`src/rtl/adc_pkg.sv`:
```
// Shared widths and FSM encoding for the ADC sample packer.
package adc_pkg;
    localparam int CH_NUM_DEF = 8;
    localparam int SAMPLE_W   = 16;
    localparam int WORD_W     = 32;

    typedef enum logic {
        IDLE    = 1'b0,
        CAPTURE = 1'b1
    } state_t;
endpackage

```
`src/rtl/sync_fifo_fwft.sv`:
```
// Single-clock first-word-fall-through FIFO; the head word is always on dout.
module sync_fifo_fwft #(
    parameter int WIDTH = 33,
    parameter int DEPTH = 64
) (
    input  logic                       clk,
    input  logic                       rst_n,
    input  logic                       push,
    input  logic [WIDTH-1:0]           din,
    input  logic                       pop,
    output logic [WIDTH-1:0]           dout,
    output logic                       full,
    output logic                       empty,
    output logic [$clog2(DEPTH):0]     level
);
    localparam int AW = $clog2(DEPTH);

    logic [WIDTH-1:0] mem [DEPTH];
    logic [AW-1:0]    wr_ptr;
    logic [AW-1:0]    rd_ptr;
    logic [AW:0]      count;
    logic             do_push;
    logic             do_pop;

    assign empty   = (count == '0);
    assign full    = (count == (AW+1)'(DEPTH));
    assign do_pop  = pop && !empty;
    assign do_push = push && (!full || do_pop);
    assign level   = count;
    // Gate the head so an empty FIFO presents zeros rather than stale storage.
    assign dout    = empty ? '0 : mem[rd_ptr];

    always_ff @(posedge clk) begin
        if (do_push) mem[wr_ptr] <= din;
    end

    always_ff @(posedge clk or negedge rst_n) begin
        if (!rst_n) begin
            wr_ptr <= '0;
            rd_ptr <= '0;
            count  <= '0;
        end else begin
            if (do_push) wr_ptr <= wr_ptr + 1'b1;
            if (do_pop)  rd_ptr <= rd_ptr + 1'b1;
            count <= count + (AW+1)'(do_push) - (AW+1)'(do_pop);
        end
    end
endmodule

```
`src/rtl/adc_sample_packer.sv`:
```
// Packs masked ADC channel samples pairwise into 32-bit words and streams them
// out over AXI4-Stream, closing each packet of Frame_Len conversions with tlast.
module adc_sample_packer
    import adc_pkg::*;
#(
    parameter int CH_NUM     = CH_NUM_DEF,
    parameter int FIFO_DEPTH = 64,
    parameter int FRAME_W    = 16
) (
    input  logic                          Clk,
    input  logic                          Reset_n,
    input  logic                          Enable,
    input  logic [CH_NUM-1:0]             Ch_Mask,
    input  logic [FRAME_W-1:0]            Frame_Len,
    input  logic [SAMPLE_W-1:0]           data_mult_ch,
    input  logic [CH_NUM-1:0]             data_flag,
    input  logic                          Conv_Done,
    output logic [WORD_W-1:0]             m_axis_tdata,
    output logic                          m_axis_tvalid,
    input  logic                          m_axis_tready,
    output logic                          m_axis_tlast,
    output logic [15:0]                   Overflow_Cnt,
    output logic [$clog2(FIFO_DEPTH):0]   Fifo_Level
);
    state_t               state, state_nxt;
    logic [CH_NUM-1:0]    mask_q;
    logic [FRAME_W-1:0]   frame_q;
    logic [FRAME_W-1:0]   conv_cnt;
    logic [SAMPLE_W-1:0]  low_q, low_nxt;
    logic                 odd_q, odd_nxt;
    logic                 carry_last;

    logic                 start, done, hit, frame_end;
    logic                 push, push_last;
    logic [WORD_W-1:0]    push_word;
    logic [FRAME_W:0]     frame_max;

    logic                 fifo_full, fifo_empty, fifo_pop, accept, drop, in_last;
    logic [WORD_W:0]      fifo_dout;

    always_ff @(posedge Clk or negedge Reset_n) begin
        if (!Reset_n) state <= IDLE;
        else          state <= state_nxt;
    end

    always_comb begin
        state_nxt = state;
        case (state)
            IDLE:    if (start)               state_nxt = CAPTURE;
            CAPTURE: if (Conv_Done && !Enable) state_nxt = IDLE;
            default:                          state_nxt = IDLE;
        endcase
    end

    // The start sample uses the mask being latched this cycle; the
    // last-channel sample is handled before end-of-conversion padding.
    always_comb begin
        start     = (state == IDLE) && Enable && (|Ch_Mask) && data_flag[0];
        done      = (state == CAPTURE) && Conv_Done;
        hit       = start ? |(data_flag & Ch_Mask)
                          : (state == CAPTURE) && |(data_flag & mask_q);
        low_nxt   = low_q;
        odd_nxt   = odd_q;
        push      = 1'b0;
        push_word = '0;
        if (hit) begin
            if (odd_q) begin
                push      = 1'b1;
                push_word = {data_mult_ch, low_q};
                odd_nxt   = 1'b0;
            end else begin
                low_nxt   = data_mult_ch;
                odd_nxt   = 1'b1;
            end
        end
        if (done && odd_nxt) begin
            push      = 1'b1;
            push_word = {{SAMPLE_W{1'b0}}, low_nxt};
            odd_nxt   = 1'b0;
        end
        frame_max = (frame_q == '0) ? (FRAME_W+1)'(1) : {1'b0, frame_q};
        frame_end = done && ((({1'b0, conv_cnt} + 1'b1) >= frame_max) || !Enable);
        push_last = frame_end && push;
    end

    always_ff @(posedge Clk or negedge Reset_n) begin
        if (!Reset_n) begin
            mask_q   <= '0;
            frame_q  <= '0;
            conv_cnt <= '0;
            low_q    <= '0;
            odd_q    <= 1'b0;
        end else begin
            low_q <= low_nxt;
            odd_q <= odd_nxt;
            if (start || done) begin
                mask_q  <= Ch_Mask;
                frame_q <= Frame_Len;
            end
            if (done) conv_cnt <= frame_end ? '0 : conv_cnt + 1'b1;
        end
    end

    assign fifo_pop = !fifo_empty && m_axis_tready;
    assign accept   = push && (!fifo_full || fifo_pop);
    assign drop     = push && fifo_full && !fifo_pop;
    assign in_last  = push_last || carry_last;

    // A dropped packet terminator is carried onto the next stored word.
    always_ff @(posedge Clk or negedge Reset_n) begin
        if (!Reset_n) begin
            Overflow_Cnt <= '0;
            carry_last   <= 1'b0;
        end else if (drop) begin
            if (Overflow_Cnt != 16'hFFFF) Overflow_Cnt <= Overflow_Cnt + 1'b1;
            if (in_last) carry_last <= 1'b1;
        end else if (accept) begin
            carry_last <= 1'b0;
        end
    end

    sync_fifo_fwft #(
        .WIDTH (WORD_W + 1),
        .DEPTH (FIFO_DEPTH)
    ) u_fifo (
        .clk   (Clk),
        .rst_n (Reset_n),
        .push  (accept),
        .din   ({in_last, push_word}),
        .pop   (fifo_pop),
        .dout  (fifo_dout),
        .full  (fifo_full),
        .empty (fifo_empty),
        .level (Fifo_Level)
    );

    assign m_axis_tvalid = !fifo_empty;
    assign m_axis_tdata  = fifo_dout[WORD_W-1:0];
    assign m_axis_tlast  = fifo_dout[WORD_W];
endmodule

```
`config.mk`:
```
export PLATFORM = sky130hd
export DESIGN_NAME = adc_sample_packer
export DESIGN_NICKNAME = d
export VERILOG_FILES = /design/src/rtl/adc_pkg.sv /design/src/rtl/sync_fifo_fwft.sv /design/src/rtl/adc_sample_packer.sv
export SDC_FILE = /design/constraint.sdc
export NUM_CORES = 2
export LEC_CHECK = 0
export BUFFER_PORTS_ARGS = -buffer_cell sky130_fd_sc_hd__buf_2
export CAP_MARGIN = 30
export CELL_PAD_IN_SITES_DETAIL_PLACEMENT = 0
export CELL_PAD_IN_SITES_GLOBAL_PLACEMENT = 1
export CORE_UTILIZATION = 35
export DETAILED_ROUTE_END_ITERATION = 8
export PLACE_DENSITY_LB_ADDON = 0.1
export SYNTH_ARGS = -nofsm -noshare
export SYNTH_HDL_FRONTEND = slang
export SYNTH_SLANG_ARGS = --single-unit
```
`constraint.sdc`:
```
create_clock -name Clk -period 6.85 [get_ports Clk]
set_input_delay 0 -clock Clk [delete_from_list [all_inputs] [get_ports Clk]]
set_output_delay 0 -clock Clk [all_outputs]
set_load 0.02 [all_outputs]
```
## Yosys cells after proc, flatten, opt, wreduce, memory -nomap -nowiden

Memories as Yosys holds them, arrays and structs flattened.
Index checks and enable logic that the tools add are counted.

| operators by class | value |
|---|---|
| bitwise operators | 3 |
| mux-type cells | 23 |
| add/sub/neg operators | 7 |
| eq/ne operators | 3 |
| reduce and logical (&&, ||, !) cells | 32 |
| order comparisons | 1 |

Operators by type and width:

| kind | number |
|---|---|
| $mux W32 | 3 |
| $mux W16 | 4 |
| $mux W33 | 1 |
| $add A16 B1 Y16 const B | 2 |
| $reduce_or A8 Y1 | 3 |
| $add A16 B1 Y17 const B | 1 |
| $ge A17 B16 Y1 | 1 |
| $and A8 B8 Y8 | 2 |
| $logic_not A16 Y1 | 1 |
| $ne A16 B16 Y1 const B | 1 |
| $logic_and A1 B1 Y1 | 15 |
| $mux W1 | 14 |
| $add A6 B1 Y6 const B | 2 |
| $add A7 B1 Y7 | 1 |
| $eq A7 B7 Y1 const B | 1 |
| $logic_not A7 Y1 | 1 |
| $sub A7 B1 Y7 | 1 |
| $logic_or A1 B1 Y1 | 5 |
| $logic_not A1 Y1 | 4 |
| $reduce_and A2 Y1 | 2 |
| $ne A2 B1 Y1 const B | 1 |
| $pmux W1 S2 | 1 |
| $reduce_bool A2 Y1 | 1 |
| $not A1 Y1 | 1 |

| word-level totals | value |
|---|---|
| register bits after elaboration | 94 |
| RAM bits | 2,112 |
| memories | 1 |
| input port bits | 53 |
| output and inout port bits | 57 |
| logic and storage cells | 81 |

Memories:

| name | depth | bits a word | rd ports | clocked after memory_dff | write ports | line | text |
|---|---|---|---|---|---|---|---|
| u_fifo.mem | 64 | 33 | 1 | 0 | 1 | sync_fifo_fwft.sv:18 | `logic [WIDTH-1:0] mem [DEPTH];` |

## Logic depth before layout (Yosys ltp)

| depth | value |
|---|---|
| word-level depth | 12 |
| depth in mapped cells | 18 |
| depth with buffers taken out | 16 |

## Hierarchy

From an unflattened synthesis, not the netlist that was laid out.

| second synthesis, totals | value |
|---|---|
| cells, all modules | 4,085 |
| area, all modules | 85,887.4 µm² |

Modules (own cells, without submodules):

| module | sequential area each (µm²) | instances | area an instance (µm²) | cells each |
|---|---|---|---|---|
| sync_fifo_fwft | 63,896.3 | 1 | 81,632.0 | 3,679 |
| adc_sample_packer | 1,876.8 | 1 | 4,255.3 | 406 |

## Worst setup path after synthesis

OpenSTA, ideal clock, no wires.

| timing | value |
|---|---|
| kind | flip-flop to flip-flop |
| start point | reg conv_cnt[0] |
| end point | mem u_fifo.mem[0][32] (data pin) |
| slack | 2.649 ns |
| period minus slack after synthesis | 4.201 ns |
| setup time | 0.514 ns |
| cell stages (with the launch flop) | 15 |
| path buffers | 0 |
| data required time | 6.336 ns |
| data arrival time | 3.687 ns |
| cells stage by stage | dfrtp_1 -> ha_1 -> nand3_1 -> nor2_1 -> and2_0 -> nand3_1 -> xor2_1 -> inv_1 -> ha_1 -> and3_1 -> a221o_1 -> a221o_1 -> or2_2 -> o21ai_0 -> nand2_1 |

| on the way | value |
|---|---|
| word-level cells in the longest chain between the ends | 6 |

RTL lines:

| element | line | text |
|---|---|---|
| from (decl) | adc_sample_packer.sv:28 | `logic [FRAME_W-1:0] conv_cnt;` |
| from (signal assigned) | adc_sample_packer.sv:100 | `if (done) conv_cnt <= frame_end ? '0 : conv_cnt + 1'b1;` |
| $add A16 B1 Y17 | adc_sample_packer.sv:82 | `frame_end = done && ((({1'b0, conv_cnt} + 1'b1) >= frame_max) \|\| !Enable);` |
| $ge A17 B16 Y1 | adc_sample_packer.sv:82 |  |
| $logic_or A1 B1 Y1 | adc_sample_packer.sv:82 |  |
| $logic_and A1 B1 Y1 | adc_sample_packer.sv:82 |  |
| $logic_and A1 B1 Y1 | adc_sample_packer.sv:83 | `push_last = frame_end && push;` |
| $logic_or A1 B1 Y1 | adc_sample_packer.sv:107 | `assign in_last = push_last \|\| carry_last;` |
| via in_last | adc_sample_packer.sv:38 | `logic fifo_full, fifo_empty, fifo_pop, accept, drop, in_last;` |
| to (decl) | sync_fifo_fwft.sv:18 |  |

The timed path passes the listed nets, and every way through them passes these cells.

## Worst setup path in the final report

| timing | value |
|---|---|
| start point | reg mask_q[0] |
| end point | mem u_fifo.mem[60][27] (enable) |

| on the way | value |
|---|---|
| word-level cells in the longest chain between the ends | 11 |
| elaborated cells on any way between the ends | 12 |
| classes of those cells | 6 x mux; 1 x bitwise; 5 x reduce/logical |

RTL lines:

| element | line | text |
|---|---|---|
| from (decl) | adc_sample_packer.sv:26 | `logic [CH_NUM-1:0] mask_q;` |
| from (signal assigned) | adc_sample_packer.sv:97 | `mask_q <= Ch_Mask;` |
| $and A8 B8 Y8 * | adc_sample_packer.sv:61 | `: (state == CAPTURE) && \|(data_flag & mask_q);` |
| $reduce_or A8 Y1 * | adc_sample_packer.sv:61 |  |
| $logic_and A1 B1 Y1 * | adc_sample_packer.sv:61 |  |
| $mux W1 * | adc_sample_packer.sv:60 | `hit = start ? \|(data_flag & Ch_Mask)` |
| $mux W1 | adc_sample_packer.sv:66 | `if (hit) begin` |
| $logic_and A1 B1 Y1 | adc_sample_packer.sv:76 | `if (done && odd_nxt) begin` |
| $mux W1 * | adc_sample_packer.sv:76 |  |
| $logic_and A1 B1 Y1 * | adc_sample_packer.sv:105 | `assign accept = push && (!fifo_full \|\| fifo_pop);` |
| $logic_and A1 B1 Y1 * | sync_fifo_fwft.sv:28 | `assign do_push = push && (!full \|\| do_pop);` |
| $mux W1 * | sync_fifo_fwft.sv:34 | `if (do_push) mem[wr_ptr] <= din;` |
| $mux W1 (not written as such) * | sync_fifo_fwft.sv:34 |  |

Every way passes the cells marked *; elsewhere a longest branch is shown, timed or not.

==> results <==
- The post-layout worst setup margin is between 600 and 700 ps.
- Clock-pin slew was measured on the worst setup and hold paths at 60 ps.
- The adder-cell area share of the yosys netlist is 0.463%.
- The detail-routed via count per cell is 5.29.
- In this design, the critical path's most frequently occurring cell is sky130_fd_sc_hd__dlygate4sd3_1.
- TritonCTS created 232 clock buffers.
- Once detailed placement completed, the half-perimeter wirelength came to 147 mm.
- The reg-to-reg startpoint is mask_q[0].
- The classification of the worst-slack hold path is primary input to flop.
- At the end of the flow, the number of nets in the layout was 4,230.
- The actual transition at the worst max-transition pin is 1140 ps.
- The combinational power share is a little under a third.
- The most critical setup path has its endpoint at u_fifo.mem[60][27].
- In this run the horizontal extent of the chip is 496 um.
- The worst-case vdd ir drop is 0.000287 V.
- Walking the worst path, the cells encountered are a22oi_1 > dlygate4sd3_1 > nand4_1 > dlygate4sd3_1 > a22oi_1 > dlygate4sd3_1 > inv_1 > ha_1 > a31oi_1 > nor2_1 > and2_1 > nand2_1 > buf_16 > nor2_4 > buf_4.
- The congestion estimate from routability-driven global placement came to 0.772.
- Once detail routing completed, the nets flagged for antenna violations numbered 0.
- The highest cell delay on the worst timing path is 650 ps.
- The switching portion of total power is 33.0%.
- The top cell types in the final layout, fill and taps aside, are 2,112 x sky130_fd_sc_hd__edfxtp_1, 614 x sky130_fd_sc_hd__mux4_2, 236 x sky130_fd_sc_hd__clkbuf_16.
- For this run, the number of Yosys warnings is 0.
- The first global-routing pass estimated 334 mm of wire.
- The cell area after placement is 91,100 um^2.
- The total power draw is 42,300 uW.
- The via count of the first global-routing pass is 41,600.
- The required time of the critical path is 7350 ps.
- Summing the areas of all and, or, nand and nor instances in the mapped netlist gives 1.57% of the synthesized area.
- The initial antenna violation count is 16.
- The final hold violation count came to 0.
- The final max-slew violation count came to 0.
- After detailed routing, the average wire length per cell comes to around 31 um.
- In this run the vertical extent of the chip is 496 um.
- The first TritonRoute pass finished after 7 iterations.
- The slowest stage of the critical path belongs to the cell sky130_fd_sc_hd__dlygate4sd3_1.
- The number of clock sinks is 2,206.
- The headroom to the max-slew limit is 23.3%.
- The library cell used most frequently in the layout, excluding fill and tap cells, is sky130_fd_sc_hd__edfxtp_1.
- Setup repair after global routing left no endpoint under its margin.
- In this run the power spent charging and discharging nets is about 14,000 uW.
- The post-route DRC violation count is 0.
- In this run the standard cell core region covers 241,000 um^2.
- The proportion of register bits with asynchronous set or reset after synthesis is 4.26%.
- After routing the design area is 99,800 um^2.
- The final period demand of the worst path is about 6200 ps.
- Detailed routing inserted a total of 39,800 vias.
- Synthesis produced a netlist whose cell count is 3,726.
- The source of the critical timing path is mask_q[0].
- Counting every net in the synthesized netlist gives 3,810.
- The final setup skew is 48.7 ps.
- The library cell with the largest summed area after synthesis is sky130_fd_sc_hd__edfxtp_1.
- The depth of the worst register-to-register path is 15.
- The CTS root buffer is sky130_fd_sc_hd__clkbuf_16.
- The capture instance of the worst register-to-register path is u_fifo.mem[60][27].
- The core occupancy in the finished layout is 41.3%.
- The flip-flop cell with the highest count after synthesis is sky130_fd_sc_hd__edfxtp_1.
- In this run the mean area of a mapped cell was 22.9 um^2.
- The accumulated negative setup slack is 0 ps.
- The maximum count of clock buffers along a single path is 3.
- Cell internal power was estimated by the tool at 28,300 uW.
- The number of register bits inferred by synthesis is between 2,000 and 2,500.
- The portion of total power attributed to the clock network is 29.3%.
- In this run, the number of DRC markers left after iteration 0 of detailed routing was 3,582.
- The clock latency reported for the late side of the worst-skew pair is 860 ps.
- Setup violations remaining at the end of the flow were counted as 0.
- Timing analysis after detailed placement gives a worst setup slack of 1750 ps.
- Global routing finished with a remaining overflow of 0.
- In the final layout, the share of cells above drive strength 1 is 31.8%.
- The floorplan has 180 rows.
- Across all register-to-register paths, the minimum setup slack is just under 700 ps.
- The xor and xnor fraction of the mapped netlist area is 0.431%.
- In the synthesized netlist, mux cells make up approximately 17% of the area.
- Based on the critical path, the design can be clocked at up to 0.162 GHz.
- The leakage power total is 0.0321 uW.
- The run finished with clean final reports.
- In this run the worst path has a maximum fanout of 18.
- The initial utilization of the core area, before any placement, comes to about a third.
- The number of levels in the clock H-tree is 4.
- Wires add up to 236 mm.
- The register share of total power is 39.2%.
- TritonCTS built the clock tree.
- The area of the die is 246,000 um^2.
- Of the post-synthesis cell area, the dominant cell type holds between 70% and 80%.
- The number of top-level pins is 110.
- Power spread over the standard cell area amounts to ~420 nW/um^2.
- The mapped cell area is 85,300 um^2.
- The arrival time reported for the critical path endpoint is 6660 ps.
- The worst setup path is launched from a flop.
- After synthesis, the largest family of logic cells by area is multiplexers.
- By area the synthesized netlist is led by sky130_fd_sc_hd__edfxtp_1 74%, sky130_fd_sc_hd__mux4_2 16%, sky130_fd_sc_hd__dfrtp_1 2.8%, sky130_fd_sc_hd__mux2_2 0.57%, sky130_fd_sc_hd__mux2i_1 0.56%.
- Global routing consumed, over all layers together, approximately a fifth of the routing resources.
- After synthesis, the netlist uses 56 different library cells.
- The post-route fraction of the period consumed by the critical path is 90.0%.
- Yosys mapped a number of flops with a built-in enable equal to around 2,100.
- The layout overhead on the synthesized area is 16.9%.
- The proportion of synthesized chip area in sequential cells is 77.1%.
- The pin count of the biggest net entering global routing is 82.
- STA classifies the critical path endpoint as a flop.
- The quantity of I/O buffers inserted on ports is 109.
- Across the run, the number of max-cap violations was 0.
- Once the clock tree was built, the resizer swapped 0 gates to a different size.
- The synthesized netlist devotes 1.89% of its cell area to compound gates.
- By startpoint and endpoint, the worst setup path is classified as flop to flop.
## timing repair
action | CTS | global route
endpoints found under the hold margin | 725 | 0
buffers inserted | 0 | 3
endpoints found under the setup margin | 0 | 15
hold buffers | 101 | 0
## per-stage QoR
step,hold WS [ps],cells
CTS,63.5,7520
floorplan,-296,3726
global route,131,7532
detailed placement,24.7,6986
global placement,28.9,6969
finish,156,7536
## state kept, by name, summed over array words and instances, names as in the netlist
name           cells
Overflow_Cnt      16
carry_last         1
conv_cnt          16
frame_q           16
low_q             16
mask_q             8
odd_q              1
state              1
u_fifo.level       7
u_fifo.mem      2112
u_fifo.rd_ptr      6
u_fifo.wr_ptr      6
## Yosys cell counts (9+ instances only)
master / number
sky130_fd_sc_hd__mux4_2: 614
sky130_fd_sc_hd__nand4_1: 12
sky130_fd_sc_hd__buf_4: 18
sky130_fd_sc_hd__mux2i_1: 48
sky130_fd_sc_hd__dfrtp_1: 94
sky130_fd_sc_hd__and2_1: 23
sky130_fd_sc_hd__inv_1: 33
sky130_fd_sc_hd__clkbuf_1: 78
sky130_fd_sc_hd__o21ai_0: 32
sky130_fd_sc_hd__nor3_1: 21
sky130_fd_sc_hd__o21ai_1: 10
sky130_fd_sc_hd__ha_1: 30
sky130_fd_sc_hd__nand3_1: 17
sky130_fd_sc_hd__nand2_1: 62
sky130_fd_sc_hd__mux2_2: 43
sky130_fd_sc_hd__buf_2: 61
sky130_fd_sc_hd__buf_1: 28
sky130_fd_sc_hd__o22ai_1: 46
sky130_fd_sc_hd__a211oi_1: 35
sky130_fd_sc_hd__edfxtp_1: 2112
sky130_fd_sc_hd__nor2_1: 91
sky130_fd_sc_hd__a21oi_1: 27
sky130_fd_sc_hd__a22oi_1: 36
sky130_fd_sc_hd__xnor2_1: 31
sky130_fd_sc_hd__xor2_1: 11
sky130_fd_sc_hd__a22o_1: 18
sky130_fd_sc_hd__a211o_1: 11
sky130_fd_sc_hd__and3_1: 9
## layer usage
metal	vias to the layer above	GRT usage, %	wire (um)
met5	-	0	0
met4	0	3.34	3280
met3	252	2.99	10500
met2	880	32.3	117000
met1	22000	27.4	106000
li1	16700	-	-
## cell families (layout without fill, tap and decap cells)
logic type / Yosys count / in the layout
flops: 2206 / 2206
xor+xnor: 42 / 42
compound gates: 239 / 239
simple gates: 279 / 279
other cells: 0 / 6
fa+ha+maj: 31 / 31
buf+inv: 224 / 843
mux: 705 / 705
## worst min-delay path by stage
stage,from,end,slack (ps),depth (start not counted)
floorplan,Reset_n,Overflow_Cnt[0],-300,0
global placement,Reset_n,mask_q[3],30,1
detailed placement,Reset_n,mask_q[0],20,1
CTS,data_flag[0],state,60,5
global route,data_mult_ch[12],u_fifo.mem[10][28],130,3
finish,data_flag[0],state,160,5
## power by group through the flow
stage | Sequential (uW) | Clock, uW | Combinational (uW)
after CTS | 16600 | 12700 | 13700
after global placement | 16800 | 0 | 13600
after global routing | 16600 | 13200 | 14100
after detailed placement | 16900 | 0 | 13600
final | 16600 | 12400 | 13300
after floorplan | 16600 | 0 | 8010
## worst max-delay path: cells and delay by family (launching register included)
kind / cells / cell delay [ps]
AO/OA/AOI/OAI: 3 / 760
adder cells (fa/ha/maj): 1 / 300
buffers and inverters: 6 / 2560
flip-flops: 1 / 380
AND/OR/NAND/NOR: 5 / 1760
## cell type report
| type | count | area (um^2) |
|---|---|---|
| fill | 21200 | 142000 |
| inverter | 34 | 128 |
| timing repair buffer | 376 | 3260 |
| tap | 3185 | 3990 |
| antenna | 6 | 15.0 |
| clock buffer | 285 | 6120 |
| sequential | 2206 | 65800 |
| multi-input combinational | 1296 | 19100 |
| clock inverter | 148 | 1320 |
Note: power is estimated with default switching activity, not from simulation.
